$ cat config.mk
export PLATFORM = sky130hd
export DESIGN_NAME = fetch_queue_unit
export DESIGN_NICKNAME = d
export VERILOG_FILES = /design/src/rtl/fetch_pkg.sv /design/src/rtl/fetch_fifo.sv /design/src/rtl/fetch_queue_unit.sv
export SDC_FILE = /design/constraint.sdc
export NUM_CORES = 1
export LEC_CHECK = 0
export BUFFER_PORTS_ARGS = -buffer_cell sky130_fd_sc_hd__buf_2
export CORE_MARGIN = 2
export CORE_UTILIZATION = 59
export DETAILED_ROUTE_END_ITERATION = 10
export PLACE_DENSITY = 0.88
export SLEW_MARGIN = 20
export SYNTH_ARGS = -nofsm -noshare
export SYNTH_HDL_FRONTEND = slang
export SYNTH_HIERARCHICAL = 1
export SYNTH_SLANG_ARGS = --single-unit
export TNS_END_PERCENT = 5
$ cat constraint.sdc
create_clock -name clk -period 2.73 [get_ports clk]
set_input_delay 0.273 -clock clk [delete_from_list [all_inputs] [get_ports clk]]
set_output_delay 0.273 -clock clk [all_outputs]
set_load 0.01 [all_outputs]
$ cat src/rtl/fetch_pkg.sv
// ---------------------------------------------------------------------------
// fetch_pkg
// Shared types and constants for the instruction-fetch front end.
//   INSTR_W   : instruction width fetched from imem
//   br_mode_t : redirect target selection (cond imm19, uncond imm26, register)
// ---------------------------------------------------------------------------
package fetch_pkg;

    localparam int INSTR_W = 32;

    typedef enum logic [1:0] {
        BR_COND   = 2'b00,
        BR_UNCOND = 2'b01,
        BR_REG    = 2'b10
    } br_mode_t;

    // Bit 1 set selects the register target; this also folds the unused
    // 2'b11 encoding onto BR_REG.
    function automatic logic is_reg_mode(input br_mode_t mode);
        return mode[1];
    endfunction

endpackage

$ cat src/rtl/fetch_fifo.sv
// ---------------------------------------------------------------------------
// fetch_fifo
// DEPTH-entry synchronous FIFO with flush, used as the fetch queue.
// Ports:
//   clk, rst_n   : clock, asynchronous active-low reset
//   i_push       : write i_data at the tail
//   i_data       : W-bit entry
//   i_pop        : drop the head (ignored when empty)
//   i_flush      : empty the queue; overrides push and pop
//   o_head       : head entry (combinational read of the head slot)
//   o_valid      : queue non-empty
//   o_count      : number of stored entries
// ---------------------------------------------------------------------------
module fetch_fifo #(
    parameter int W     = 96,
    parameter int DEPTH = 4
) (
    input  logic                     clk,
    input  logic                     rst_n,
    input  logic                     i_push,
    input  logic [W-1:0]             i_data,
    input  logic                     i_pop,
    input  logic                     i_flush,
    output logic [W-1:0]             o_head,
    output logic                     o_valid,
    output logic [$clog2(DEPTH):0]   o_count
);

    localparam int PW = $clog2(DEPTH);

    logic [PW-1:0] r_wr_ptr;
    logic [PW-1:0] r_rd_ptr;
    logic [PW:0]   r_count;
    logic [W-1:0]  w_entries [DEPTH];
    logic          w_push;
    logic          w_pop;

    assign o_valid = (r_count != '0);
    assign o_count = r_count;
    assign w_push  = i_push && !i_flush;
    assign w_pop   = i_pop && o_valid && !i_flush;

    // Storage slots are reset so the head reads as zero out of reset.
    genvar gi;
    generate
        for (gi = 0; gi < DEPTH; gi++) begin : g_entry
            logic [W-1:0] r_data;
            always_ff @(posedge clk or negedge rst_n) begin
                if (!rst_n) begin
                    r_data <= '0;
                end else if (w_push && (r_wr_ptr == PW'(gi))) begin
                    r_data <= i_data;
                end
            end
            assign w_entries[gi] = r_data;
        end
    endgenerate

    assign o_head = w_entries[r_rd_ptr];

    // DEPTH is a power of two, so the pointers wrap on their own.
    always_ff @(posedge clk or negedge rst_n) begin
        if (!rst_n) begin
            r_wr_ptr <= '0;
            r_rd_ptr <= '0;
            r_count  <= '0;
        end else if (i_flush) begin
            r_wr_ptr <= '0;
            r_rd_ptr <= '0;
            r_count  <= '0;
        end else begin
            if (w_push) r_wr_ptr <= r_wr_ptr + 1'b1;
            if (w_pop)  r_rd_ptr <= r_rd_ptr + 1'b1;
            case ({w_push, w_pop})
                2'b10:   r_count <= r_count + 1'b1;
                2'b01:   r_count <= r_count - 1'b1;
                default: r_count <= r_count;
            endcase
        end
    end

endmodule

$ cat src/rtl/fetch_queue_unit.sv
// ---------------------------------------------------------------------------
// fetch_queue_unit
// Instruction-fetch front end: owns the PC, issues sequential fetches to a
// 1-cycle synchronous imem, buffers {pc,instr} pairs and serves decode over
// valid/ready. Branch redirects reload the PC and flush the queue.
// Ports:
//   clk, reset        : clock, asynchronous active-low reset
//   imem_req/addr     : fetch request and address (address is the PC)
//   imem_rdata        : instruction, valid the cycle after imem_req
//   out_valid/ready   : decode handshake; out_instr/out_pc are the head
//   br_taken/br_mode  : redirect request and target selection
//   br_pc, imm26,     : target operands (offsets in words)
//   imm19, br_reg
//   align_err         : one-cycle pulse, register target was misaligned
// ---------------------------------------------------------------------------
module fetch_queue_unit
    import fetch_pkg::*;
#(
    parameter int               ADDR_W   = 64,
    parameter int               DEPTH    = 4,
    parameter logic [ADDR_W-1:0] RESET_PC = '0
) (
    input  logic                clk,
    input  logic                reset,
    output logic                imem_req,
    output logic [ADDR_W-1:0]   imem_addr,
    input  logic [INSTR_W-1:0]  imem_rdata,
    output logic                out_valid,
    input  logic                out_ready,
    output logic [INSTR_W-1:0]  out_instr,
    output logic [ADDR_W-1:0]   out_pc,
    input  logic                br_taken,
    input  br_mode_t            br_mode,
    input  logic [ADDR_W-1:0]   br_pc,
    input  logic [25:0]         imm26,
    input  logic [18:0]         imm19,
    input  logic [ADDR_W-1:0]   br_reg,
    output logic                align_err
);

    localparam int CW = $clog2(DEPTH) + 1;

    logic [ADDR_W-1:0]          r_pc;
    logic [ADDR_W-1:0]          r_addr_d1;
    logic                       r_inflight;
    logic                       r_align_err;

    logic [CW-1:0]              w_count;
    logic [CW:0]                w_outstanding;
    logic                       w_issue;
    logic                       w_push;
    logic                       w_pop;
    logic [ADDR_W-1:0]          w_off19;
    logic [ADDR_W-1:0]          w_off26;
    logic [ADDR_W-1:0]          w_target;
    logic [ADDR_W+INSTR_W-1:0]  w_head;

    // Word offsets sign-extended and scaled to bytes.
    assign w_off19 = {{(ADDR_W-21){imm19[18]}}, imm19, 2'b00};
    assign w_off26 = {{(ADDR_W-28){imm26[25]}}, imm26, 2'b00};

    always_comb begin
        w_target = {br_reg[ADDR_W-1:2], 2'b00};
        case (br_mode)
            BR_COND:   w_target = br_pc + w_off19;
            BR_UNCOND: w_target = br_pc + w_off26;
            default:   w_target = {br_reg[ADDR_W-1:2], 2'b00};
        endcase
    end

    // Credit check counts the in-flight response as occupying a slot, so a
    // response always finds room. A pop in the same cycle is not credited.
    // The reset term keeps imem_req low while reset is held.
    assign w_outstanding = {1'b0, w_count} + {{CW{1'b0}}, r_inflight};
    assign w_issue = reset && !br_taken && (w_outstanding < (CW+1)'(DEPTH));

    // A redirect discards the response arriving this cycle and blocks any pop.
    assign w_push = r_inflight && !br_taken;
    assign w_pop  = out_valid && out_ready && !br_taken;

    assign imem_req  = w_issue;
    assign imem_addr = r_pc;
    assign align_err = r_align_err;

    always_ff @(posedge clk or negedge reset) begin
        if (!reset) begin
            r_pc        <= RESET_PC;
            r_addr_d1   <= '0;
            r_inflight  <= 1'b0;
            r_align_err <= 1'b0;
        end else begin
            r_inflight  <= w_issue;
            r_align_err <= br_taken && is_reg_mode(br_mode) && (br_reg[1:0] != 2'b00);
            if (w_issue) begin
                r_addr_d1 <= r_pc;
            end
            if (br_taken) begin
                r_pc <= w_target;
            end else if (w_issue) begin
                r_pc <= r_pc + ADDR_W'(4);
            end
        end
    end

    fetch_fifo #(
        .W     (ADDR_W + INSTR_W),
        .DEPTH (DEPTH)
    ) u_fifo (
        .clk     (clk),
        .rst_n   (reset),
        .i_push  (w_push),
        .i_data  ({r_addr_d1, imem_rdata}),
        .i_pop   (w_pop),
        .i_flush (br_taken),
        .o_head  (w_head),
        .o_valid (out_valid),
        .o_count (w_count)
    );

    assign out_instr = w_head[INSTR_W-1:0];
    assign out_pc    = w_head[ADDR_W+INSTR_W-1:INSTR_W];

endmodule
Yosys cells after proc, flatten, opt, wreduce, memory -nomap -nowiden
Cells that the tools add are included.

$lt $le $gt $ge: 2. Bitwise gates (word level): 1. Reductions and logical operators: 23. Add/subtract/negate cells: 8. Equal/unequal tests: 6. Mux-type cells: 12.

Operator list (count): binary-select mux 96 bit (select 2 bit) (1); two-way mux 96 bit (2); adder 64 bit (2); two-way mux 64 bit (2); case mux 64 bit (2 select lines) (1); adder 64 x 3 -> 64 bit (second input constant) (1); logical AND 1 bit (14); two-way mux 2 bit (4); nonzero test 2 bit (4); == test 2 x 1 -> 1 bit (second input constant) (3); == test 2 bit (second input constant) (3); case mux 3 bit (2 select lines) (1); nonzero test 3 bit (2); adder 2 x 1 -> 2 bit (second input constant) (2); adder 3 x 1 -> 4 bit (1); zero test 2 bit (2); less-than comparator 4 x 3 -> 1 bit (second input constant) (1); adder 3 x 1 -> 3 bit (second input constant) (1); >= comparator 3 bit (second input constant) (1); two-way mux 3 bit (1); inverter 2 -> 3 bit (1); subtractor 3 x 1 -> 3 bit (second input constant) (1); zero test 1 bit (1).

Bits of input ports: 211. Output and inout port bits: 163. Register bits after elaboration: 521. Word-level logic and storage cells: 63.

Depth between registers and ports, before layout
Word-level depth: 8. Depth in mapped cells: 19. Mapped depth without buffers: 16.

Cells and area by module
Netlist, hierarchy kept.

By module, submodules not included: fetch_fifo (instances 1, area an instance 17655.7 um^2, sequential area each 9784.4 um^2, cells each 977); fetch_queue_unit (instances 1, area an instance 10771.6 um^2, sequential area each 3253.1 um^2, cells each 1443).

Worst setup path after synthesis
OpenSTA, ideal clock, no wires.

Kind: in2reg. Start point: input port br_mode[1]. End point: register r_pc[56], in the netlist imem_addr[56]. Arrival: 4287 ps. Setup slack: -1686 ps. Buffers on the path: 3. Required time: 2601 ps. Cell stages on the path: 17. Library setup time: 129 ps. Path through: nand2b_1 > clkbuf_1 > and2_1 > clkbuf_1 > a21oi_1 > inv_1 > ha_1 > buf_6 > a211o_1 > a211oi_2 > nor3_1 > or4_4 > a221o_1 > a31o_4 > a21o_1 > a41oi_2 > nand3_1.

Word-level cells in the longest chain between the ends: 3.

RTL lines: from (decl) (RTL line fetch_queue_unit.sv:33) `input br_mode_t br_mode,`; == test 2 x 1 -> 1 bit or zero test 2 bit (tied branches) (RTL line fetch_queue_unit.sv:64) `case (br_mode)`; case mux 64 bit (2 select lines) (*) (RTL line fetch_queue_unit.sv:64); two-way mux 64 bit (*) (RTL line fetch_queue_unit.sv:97) `if (br_taken) begin`; to (signal assigned) (RTL line fetch_queue_unit.sv:98) `r_pc <= w_target;`; to (signal assigned) (RTL line fetch_queue_unit.sv:100) `r_pc <= r_pc + ADDR_W'(4);`; to (decl) (RTL line fetch_queue_unit.sv:43) `logic [ADDR_W-1:0] r_pc;`.

Every way passes the cells marked *; elsewhere a longest branch is shown, timed or not. A chain may end at the register's enable or synchronous reset.

Final worst setup path
Ends and elaborated chain as after synthesis.

==> summary.md <==
| Metric | Value |
|---|---|
| Status | complete, but fails checks |
| Syn Area/Cell | 11.7 um^2 |
| Top-area cell type share of the netlist area | 45.9% |
| Critical path launch point type | input port |
| Syn nets | 2705 |
| Most common cell after layout, fill and taps aside | dfrtp_1 |
| Yosys Warn Count | 6 |
| DRT Pass-1 Iters | 6 |
| F_max | 315 MHz |
| Post-synth EDFFs | 0 |
| Slew HR | 44.0% |
| Cell Pwr Density | 662 mW/mm^2 |
| Post-DP HPWL | 64600 um |
| Vias in the first global route | 24600 |
| Post-Route WL | 95000 um |
| Initial antenna violation count | 1 |
| Post-DRT Antenna Nets | 0 |
| Final setup viols | 34 |
| Ports | 374 |
| Fin util | 74.8% |
| Hold Path Class | in -> reg |
| Fraction of registers with async set/reset | 100% |
| CTS tree | done |
| Sink Count | 521 |
| CP max FO | 17 |
| Overall power | 23.6 mW |
| Post-synthesis sequential area ratio | 45.9% |
| Core Region | 0.0476 mm^2 |
| Final count of pins violating max slew | 0 |
| Post-Syn Instances | 2420 |
| Critical Path AT | 3.66 ns |
| Post-synth cell types | 78 |
| Post-Synth Simple-Gate Area | 10.4% |
| Seq cells post-synth | 521 |
| Final nets | 3365 |
| Maxcap violations | 0 |
| Hold path start | br_reg[7] |
| Port Buffers | 373 |
| Maximum vdd drop | 0.000433 V |
| Clock slew at reported path FFs | 0.07 ns |
| Setup crit end kind | flop |
| Row cnt | 80 |
| Initial Util | 59.7% |
| Worst-skew pair later-pin latency | 0.61 ns |
| Synth top area cells | dfrtp_1, mux2_2, mux2_4, mux4_2, nand2_1 |
| Die Span X | 224 um |
| Worst-Margin Slew | 0.841 ns |
| Cell Area, Synth | 0.0284 mm^2 |
| RSZ-0062 raised after global routing | true |
| Final period utilization | 116% |
| Die area | 0.0500 mm^2 |
| Global route overflow | 0 |
| Vias per inst | 6.25 |
| CTS max path bufs | 3 |
| First-pass GRT wire length | 147000 um |
| Post-synthesis adder-cell area fraction | 3.31% |
| Cts bufs inserted | 53 |
| H-tree levels | 2 |
| Area of the multi-input gates | 0.0149 mm^2 |
| RePlAce Congestion | 0.979 |
| Share of layout cells above drive strength 1 | 42.9% |
| Post-synthesis xor/xnor area fraction | 3.14% |
| CP required | 3.22 ns |
| FILL cells | 2957 |
| Wire per inst | 25.4 um |
| Violated checks | setup timing |
| Die H | 224 um |
| Ys flop type | dfrtp_1 |
| Leakage | 17.9 nW |
| Largest family of logic cells by synthesized area | multiplexers |
| Mux cell area share after synthesis | 25.7% |
| DRT iter0 DRCs | 2474 |
| Worst setup startpoint | br_mode[1] |
| Via count | 23400 |
| CP Class | in -> reg |
| Biggest area consumer among synthesized cells | dfrtp_1 |
| Commonest non-fill, non-tap cells in the layout | dfrtp_1, buf_2, nand2_1 |
| Largest net degree at the start of global routing | 193 |
| Complex-gate fraction of the synthesized area | 8.60% |
| R2R setup slack | -0.29 ns |
| Worst reg2reg startpoint | imem_addr[5] |
| Synth-to-Final Area Change | 25.4% |
| Setup ws final | -0.446 ns |
| Fin crit period | 3.18 ns |
| Worst clock skew | 0.0221 ns |
| CTS root buf | clkbuf_16 |
| Endpoints failing hold | 0 |
| Total track usage | 38.4% |
| Residual DRC | 0 |
| FF/Latch Area | 0.0130 mm^2 |
[through the flow]
stage / setup slack, ns / hold slack [ns] / cell area, um^2 / instances / setup TNS, ns
4_1_cts: -0.414 / 0.00379 / 35500 / 3736 / -5.76
6_report: -0.446 / 0.0249 / 35700 / 3738 / -7.02
5_1_grt: -0.574 / 0.0297 / 35700 / 3738 / -13.67
3_5_place_dp: -1.31 / 0.0959 / 33100 / 3590 / -43.32
2_1_floorplan: -1.45 / -0.0226 / 28500 / 2420 / -42.00
3_3_place_gp: -1.23 / 0.0949 / 33100 / 3590 / -41.26
[repair_timing]
action,4_1_cts,5_1_grt
pin swaps,14,4
setup endpoints to repair,40,50
cloned,0,0
resized for setup,37,27
buffers inserted,3,0
endpoints found under the hold margin,246,0
hold buffers,46,0
[cell families (layout without fill, tap and decap cells)]
kind of cell | count (synthesis) | count (layout)
buf+inv | 167 | 869
flops | 521 | 521
mux | 501 | 501
xor+xnor | 102 | 102
compound gates | 391 | 391
other cells | 0 | 1
fa+ha+maj | 74 | 74
simple gates | 664 | 664
[critical path, cell delays in order]
cell and delay [ns]:
buf_2 0.12, nand2b_4 0.16, and2_4 0.17, a21oi_4 0.14
clkinvlp_4 0.12, buf_12 0.17, ha_1 0.22, a21o_1 0.19
a21o_1 0.19, a21oi_2 0.20, nor3b_2 0.07, or4_4 0.49
a221o_1 0.34, a31o_4 0.23, buf_4 0.14, a21o_1 0.20
a41oi_2 0.14, nand3_1 0.09
[final cells by class]
class	instances	share of cell area [%]
Clock inverter	20	0.625
Clock buffer	77	4.48
Multi-Input combinational cell	1732	41.7
Antenna cell	1	0.00702
Timing Repair Buffer	743	14.1
Tap cell	615	2.16
Inverter	29	0.316
Sequential cell	521	36.6
[final timing paths]
path                                                     end  cells past startpoint
worst min-delay path                            imem_addr[7]                      3
worst min register to register  u_fifo/g_entry[3].r_data[26]                      1
worst max-delay path                           imem_addr[56]                     18
min in group asynchronous        u_fifo/g_entry[3].r_data[6]                      2
worst max register to register                 imem_addr[63]                     11
max in group asynchronous       u_fifo/g_entry[3].r_data[74]                      4
[layer usage]
| layer | global-route usage, % | part of all wire, % | up-vias |
|---|---|---|---|
| met4 | 20.1 | 5.9 | 0 |
| met2 | 61.6 | 47 | 1415 |
| li1 | - | - | 10000 |
| met5 | 0 | 0 | - |
| met3 | 7.64 | 8.5 | 336 |
| met1 | 49.7 | 39 | 11600 |
[registers in the layout (all words and copies together) (netlist names)]
name and cells:
imem_addr 64, u_fifo/r_rd_ptr 2, u_fifo/r_wr_ptr 2, u_fifo/g_entry.r_data 384
r_addr_d1 64, r_inflight 1, align_err 1, u_fifo/o_count 3
[power by group]
| part | internal, mW | leakage [nW] | switching (mW) |
|---|---|---|---|
| clock network | 4.45 | 0.910 | 3.17 |
| registers | 8.72 | 6.85 | 0.989 |
| logic | 3.06 | 10.1 | 3.22 |
[cell usage after synthesis, drive strengths merged (37+ instances only)]
cell and number:
dfrtp 521, mux2 385, nand2 371, a21oi 129
nor2 104, o21ai 101, mux4 96, buf 75
ha 72, clkbuf 63, xnor2 62, a21o 53
xor2 40, nand3 39, nand4 37
No activity file was read; power rests on OpenSTA's default activity.
